--- config.mk ---
export PLATFORM = sky130hd
export DESIGN_NAME = calc_key_sequencer
export DESIGN_NICKNAME = d
export VERILOG_FILES = /design/src/rtl/calc_key_sequencer.sv
export SDC_FILE = /design/constraint.sdc
export NUM_CORES = 1
export LEC_CHECK = 0
export BUFFER_PORTS_ARGS = -buffer_cell sky130_fd_sc_hd__buf_2
export CORE_MARGIN = 5
export CORE_UTILIZATION = 59
export DETAILED_ROUTE_END_ITERATION = 10
export PLACE_DENSITY_LB_ADDON = 0.08
export SYNTH_ARGS = -nofsm -noshare
export SYNTH_HDL_FRONTEND = slang
export SYNTH_SLANG_ARGS = --single-unit
--- constraint.sdc ---
create_clock -name clk -period 5.3 [get_ports clk]
set_input_delay 0.265 -clock clk [delete_from_list [all_inputs] [get_ports clk]]
set_output_delay 0.265 -clock clk [all_outputs]
set_load 0.01 [all_outputs]
--- src/rtl/calc_key_sequencer.sv ---
// Purpose: clocked key sequencer for the keypad calculator; turns decoded keys into operand/ALU/memory strobes.
// Latency: every output is registered; a strobe appears one cycle after its key_valid and lasts one cycle.
// Backpressure: none; keys arriving during EXEC are dropped, ALU completion is awaited under a watchdog.
module calc_key_sequencer #(
    parameter int MAX_DIGITS  = 4,
    parameter int ALU_TIMEOUT = 16
) (
    input  logic       clk,
    input  logic       rst_n,
    input  logic       key_valid,
    input  logic [3:0] key_code,
    input  logic       alu_done,
    input  logic       alu_ovf,
    output logic       dig_a,
    output logic       dig_b,
    output logic       dig_first,
    output logic [3:0] digit,
    output logic       clr_ab,
    output logic       op_sub,
    output logic       alu_start,
    output logic       acc_load,
    output logic       mem_store,
    output logic       mem_recall,
    output logic       recall_dst,
    output logic [1:0] disp_sel,
    output logic       busy,
    output logic       err,
    output logic [2:0] state
);

    typedef enum logic [2:0] {
        IDLE  = 3'b000,
        ENT_A = 3'b001,
        ENT_B = 3'b010,
        OP    = 3'b011,
        RES   = 3'b100,
        EXEC  = 3'b110,
        ERR   = 3'b111
    } state_t;

    localparam int              WW      = $clog2(ALU_TIMEOUT) + 1;
    localparam logic [3:0]      CNT_MAX = 4'(MAX_DIGITS);
    localparam logic [WW-1:0]   WD_LAST = WW'(ALU_TIMEOUT - 1);

    state_t        st_q, st_d;
    logic [3:0]    cnt_q, cnt_d;
    logic          chain_q, chain_d;
    logic          pend_q, pend_d;
    logic [WW-1:0] wd_q, wd_d;

    logic          dig_a_d, dig_b_d, dig_first_d, clr_d, op_sub_d;
    logic          start_d, load_d, store_d, recall_d, rdst_d;
    logic [3:0]    digit_d;

    logic is_dig, is_clr, is_op, is_eq, is_rcl, is_sto, room;

    assign is_dig = (key_code <= 4'd9);
    assign is_clr = (key_code == 4'd10);
    assign is_op  = (key_code == 4'd11) || (key_code == 4'd12);
    assign is_eq  = (key_code == 4'd13);
    assign is_rcl = (key_code == 4'd14);
    assign is_sto = (key_code == 4'd15);
    // Operand still has room for another digit; recall saturates cnt so it also blocks appends.
    assign room   = (cnt_q < CNT_MAX);

    assign state  = st_q;

    // Next-state and next-output decode from current state and key.
    always_comb begin
        st_d        = st_q;
        cnt_d       = cnt_q;
        chain_d     = chain_q;
        pend_d      = pend_q;
        wd_d        = wd_q;
        dig_a_d     = 1'b0;
        dig_b_d     = 1'b0;
        dig_first_d = 1'b0;
        digit_d     = digit;
        clr_d       = 1'b0;
        op_sub_d    = op_sub;
        start_d     = 1'b0;
        load_d      = 1'b0;
        store_d     = 1'b0;
        recall_d    = 1'b0;
        rdst_d      = recall_dst;

        if (key_valid && is_clr && st_q != EXEC) begin
            clr_d   = 1'b1;
            cnt_d   = 4'd0;
            chain_d = 1'b0;
            st_d    = IDLE;
        end else begin
            case (st_q)
                IDLE, RES: begin
                    if (key_valid) begin
                        if (is_dig) begin
                            dig_a_d     = 1'b1;
                            dig_first_d = 1'b1;
                            digit_d     = key_code;
                            cnt_d       = 4'd1;
                            st_d        = ENT_A;
                        end else if (is_op) begin
                            op_sub_d = (key_code == 4'd11);
                            st_d     = OP;
                        end else if (is_rcl) begin
                            recall_d = 1'b1;
                            rdst_d   = 1'b0;
                            cnt_d    = CNT_MAX;
                            st_d     = ENT_A;
                        end else if (is_sto) begin
                            store_d = 1'b1;
                        end
                    end
                end
                ENT_A: begin
                    if (key_valid) begin
                        if (is_dig) begin
                            if (room) begin
                                dig_a_d = 1'b1;
                                digit_d = key_code;
                                cnt_d   = cnt_q + 4'd1;
                            end
                        end else if (is_op) begin
                            op_sub_d = (key_code == 4'd11);
                            st_d     = OP;
                        end else if (is_sto) begin
                            store_d = 1'b1;
                        end else if (is_rcl) begin
                            recall_d = 1'b1;
                            rdst_d   = 1'b0;
                            cnt_d    = CNT_MAX;
                        end
                    end
                end
                OP: begin
                    if (key_valid) begin
                        if (is_dig) begin
                            dig_b_d     = 1'b1;
                            dig_first_d = 1'b1;
                            digit_d     = key_code;
                            cnt_d       = 4'd1;
                            st_d        = ENT_B;
                        end else if (is_op) begin
                            op_sub_d = (key_code == 4'd11);
                        end else if (is_rcl) begin
                            recall_d = 1'b1;
                            rdst_d   = 1'b1;
                            cnt_d    = CNT_MAX;
                            st_d     = ENT_B;
                        end
                    end
                end
                ENT_B: begin
                    if (key_valid) begin
                        if (is_dig) begin
                            if (room) begin
                                dig_b_d = 1'b1;
                                digit_d = key_code;
                                cnt_d   = cnt_q + 4'd1;
                            end
                        end else if (is_eq || is_op) begin
                            // op_sub stays put while the ALU runs; a chained operator waits in pend.
                            start_d = 1'b1;
                            chain_d = is_op;
                            if (is_op) pend_d = (key_code == 4'd11);
                            wd_d    = '0;
                            st_d    = EXEC;
                        end else if (is_rcl) begin
                            recall_d = 1'b1;
                            rdst_d   = 1'b1;
                            cnt_d    = CNT_MAX;
                        end
                    end
                end
                EXEC: begin
                    // alu_done takes priority over watchdog expiry in the same cycle.
                    if (alu_done) begin
                        load_d = 1'b1;
                        if (alu_ovf) begin
                            st_d = ERR;
                        end else if (chain_q) begin
                            op_sub_d = pend_q;
                            chain_d  = 1'b0;
                            st_d     = OP;
                        end else begin
                            st_d = RES;
                        end
                    end else if (wd_q == WD_LAST) begin
                        st_d = ERR;
                    end else begin
                        wd_d = wd_q + 1'b1;
                    end
                end
                default: ;
            endcase
        end
    end

    // State, bookkeeping and registered outputs; status outputs track the next state.
    always_ff @(posedge clk or negedge rst_n) begin
        if (!rst_n) begin
            st_q       <= IDLE;
            cnt_q      <= 4'd0;
            chain_q    <= 1'b0;
            pend_q     <= 1'b0;
            wd_q       <= '0;
            dig_a      <= 1'b0;
            dig_b      <= 1'b0;
            dig_first  <= 1'b0;
            digit      <= 4'd0;
            clr_ab     <= 1'b0;
            op_sub     <= 1'b0;
            alu_start  <= 1'b0;
            acc_load   <= 1'b0;
            mem_store  <= 1'b0;
            mem_recall <= 1'b0;
            recall_dst <= 1'b0;
            disp_sel   <= 2'b00;
            busy       <= 1'b0;
            err        <= 1'b0;
        end else begin
            st_q       <= st_d;
            cnt_q      <= cnt_d;
            chain_q    <= chain_d;
            pend_q     <= pend_d;
            wd_q       <= wd_d;
            dig_a      <= dig_a_d;
            dig_b      <= dig_b_d;
            dig_first  <= dig_first_d;
            digit      <= digit_d;
            clr_ab     <= clr_d;
            op_sub     <= op_sub_d;
            alu_start  <= start_d;
            acc_load   <= load_d;
            mem_store  <= store_d;
            mem_recall <= recall_d;
            recall_dst <= rdst_d;
            disp_sel   <= (st_d == ENT_B) ? 2'b01 : (st_d == ERR) ? 2'b10 : 2'b00;
            busy       <= (st_d == EXEC);
            err        <= (st_d == ERR);
        end
    end

endmodule

==> flow_metrics.py <==
metrics = {
    "run_status": {
        "status": "finished, final reports clean",
    },
    "drt": {
        "vias": 1444,
        "dr.pass1.iters": 4,
        "wl_per_cell_um": 16.0,
        "routed_via_density": 6.22,
        "route.detailed.drc": 0,
        "drt_iter0_drc": 89,
        "ant_nets": 0,
        "routed_wirelength_mm": 3.70,
    },
    "synthesis": {
        "ys_seq_elements": 32,
        "synth_area_per_cell_um2": 10.0,
        "netlist.area_leader.share_pct": 46.4,
        "ys_seq_area_share_pct": 46.4,
        "synth-edff-count": 0,
        "synthCells": 172,
        "async_flop_share_pct": 100,
        "synth_area_leaders": "dfrtp_1 46%, o21ai_0 3.5%, nor2_1 3.5%",
        "yosys_warnings": 0,
        "synthesis.area_um2": 1720,
        "yosys.area.top_type": "dfrtp_1",
        "synthFlopType": "dfrtp_1",
        "synth.distinct_cells": 53,
        "syn_nets": 184,
    },
    "cells_and_area": {
        "layout_common_cells": "32 x dfrtp_1, 29 x buf_2, 16 x nor2_1",
        "final_cell_area_um2": 1960,
        "layout_commonest_cell": "dfrtp_1",
        "fin_nets": 212,
        "num_antenna_cells": 0,
        "syn_to_final_growth_pct": 13.6,
        "finalCoreUtilization_pct": 70.4,
        "instances_no_fill": 232,
        "drive_gt1_share_pct": 27.9,
    },
    "critical_path": {
        "reg2reg_slack_ns": 2.83,
        "startpoint_type": "register",
        "worstPathArrival_ns": 2.68,
        "worstPathCellList": "nand3b_1 > or4b_4 > inv_2 > o221ai_2 > nor2_4 > mux2_2",
        "worstSetupPathType": "reg2reg",
        "r2r-start": "state[0]",
        "cp_data_required_time_ns": 5.51,
        "end_kind": "register",
        "slowest_delay_ns": 0.62,
        "crit_fanout": 16,
        "ff2ff_path_depth": 6,
        "r2r-end": "digit[3]",
        "slowest_stage": "dfrtp_1",
    },
    "hold_path": {
        "hold_path.class": "in2reg",
        "hold_end": "acc_load",
        "hp-start": "alu_done",
        "hold_depth": 2,
    },
    "sta": {
        "hold_viol": 0,
        "fin_hold_ws_ns": 0.216,
        "fin_crit_sh_pct": 46.6,
        "fin_skew_ns": 0.0104,
        "max_slew_margin_pct": 55.7,
        "slew_violations": 0,
        "rsz0062_at_grt": "no",
        "fin_tns_setup_ns": 0,
        "max_freq_mhz": 405,
        "worstMarginPinSlew_ns": 0.664,
        "setup_viol": 0,
        "finalCriticalPeriod_ns": 2.47,
        "worst_slack_ns": 2.83,
    },
    "power": {
        "switching_share_pct": 37.0,
        "power_density_nw_per_um2": 473,
        "p_leak_nw": 0.955,
        "pwr-share-clk_pct": 21.9,
        "internal_power_mw": 0.584,
        "p_switching_mw": 0.342,
        "pwr-share-comb_pct": 37.2,
        "peakVddDrop_mv": 0.366,
        "power_mw": 0.926,
        "power_frac_seq_pct": 40.8,
    },
    "cts": {
        "clock-sinks": 32,
        "clkLatencyLatePin_ns": 0.33,
        "cts_buffers": 5,
        "htree_levels": 2,
        "cts_resized": 0,
        "cts.clk_slew.worst_paths_ns": 0.10,
        "cts_tree": "yes",
        "cts_buffer_depth": 2,
        "post_cts_buffers": 0,
        "clockRootBuffer": "clkbuf_4",
    },
    "global_routing": {
        "grt_max_degree": 33,
        "grt_use_total_pct": 20.3,
        "overflow": 0,
        "first_global_vias": 1383,
        "grt_first_pass_wirelength_mm": 6.49,
        "grt_antenna_before_repair": 0,
    },
    "placement": {
        "routabilityCongestion": 0.855,
        "dp_hpwl_mm": 2.73,
        "dp_cells": 223,
        "io_buffers": 29,
        "preCtsSetupSlack_ns": 2.86,
        "place_area_um2": 1850,
    },
    "die": {
        "die_x_um": 64.1,
        "ios": 30,
        "die_y_um": 64.1,
        "start_util_pct": 62.0,
        "core-area_um2": 2780,
        "dieArea_um2": 4100,
        "rows": 19,
    },
    "run": {
        "max_cap_viol_count": 0,
    },
}
-- synthesized netlist by cell type (2+ instances only) --
library cell   n
a21oi_1        6
a31oi_1        4
a32oi_1        2
and3_1         4
buf_2          5
buf_4          2
dfrtp_1       32
ha_1           3
inv_1          7
mux2_2         5
nand2_1       10
nand2b_1       2
nand3_1        4
nand3b_1       3
nand4_1        2
nor2_1        16
nor2b_1        4
nor3_1         6
nor4_1         3
o21a_1         5
o21ai_0       12
o22a_1         2
or3_1          2
or3b_2         2
-- state kept, by name, summed over array words and instances (netlist names), 2 cells and up --
register / flops
disp_sel: 2
wd_q: 5
state: 3
digit: 4
cnt_q: 4
-- worst max-delay path, delay by kind of cell (launching register included) --
kind                   cells  cell delay, ns
AO/OA/AOI/OAI              1            0.21
buffers and inverters      1            0.14
flip-flops                 1            0.62
multiplexers               1            0.36
AND/OR/NAND/NOR            3            1.02
-- worst max path at each step --
stage | endpoint | startpoint | slack (ns) | depth (start not counted)
5_1_grt | digit[3] | state[0] | 2.71 | 6
3_5_place_dp | wd_q[0] | wd_q[0] | 2.86 | 8
2_1_floorplan | wd_q[0] | wd_q[0] | 3.12 | 9
3_3_place_gp | wd_q[0] | wd_q[0] | 2.87 | 8
4_1_cts | wd_q[0] | wd_q[0] | 2.85 | 8
6_report | digit[3] | state[0] | 2.83 | 6
-- routing by layer --
metal	GRT usage [%]	routed length, um
met5	0	0
met4	9.09	49
met3	6.65	234
met2	28.6	1710
met1	28.2	1710
-- power by group through the flow --
stage / clock (mW) / sequential, mW / combinational (mW)
floorplan: 0 / 0.371 / 0.248
CTS: 0.211 / 0.376 / 0.345
finish: 0.203 / 0.378 / 0.345
global route: 0.228 / 0.391 / 0.382
global placement: 0 / 0.377 / 0.337
detailed placement: 0 / 0.381 / 0.344
-- what timing repair did --
item,in CTS,in global routing
endpoints found under the setup margin,0,0
endpoints found under the hold margin,32,0
hold buffers,1,0
-- kinds of logic after synthesis --
kind of cell,Yosys count,synth area share [%]
compound gates,46,19.7
fa+ha+maj,3,2.18
buf+inv,18,5.22
flops,32,46.4
mux,7,4.72
simple gates,66,21.7
-- cell type report --
type	count	area, um^2
Clock buffer	7	65.1
Multi-Input combinational cell	122	833
Clock inverter	1	30.0
Timing Repair Buffer	30	155
Inverter	9	35.0
Sequential cell	32	801
Tap cell	31	38.8
Fill cell	217	823
Note: power is estimated with default switching activity, not from simulation.
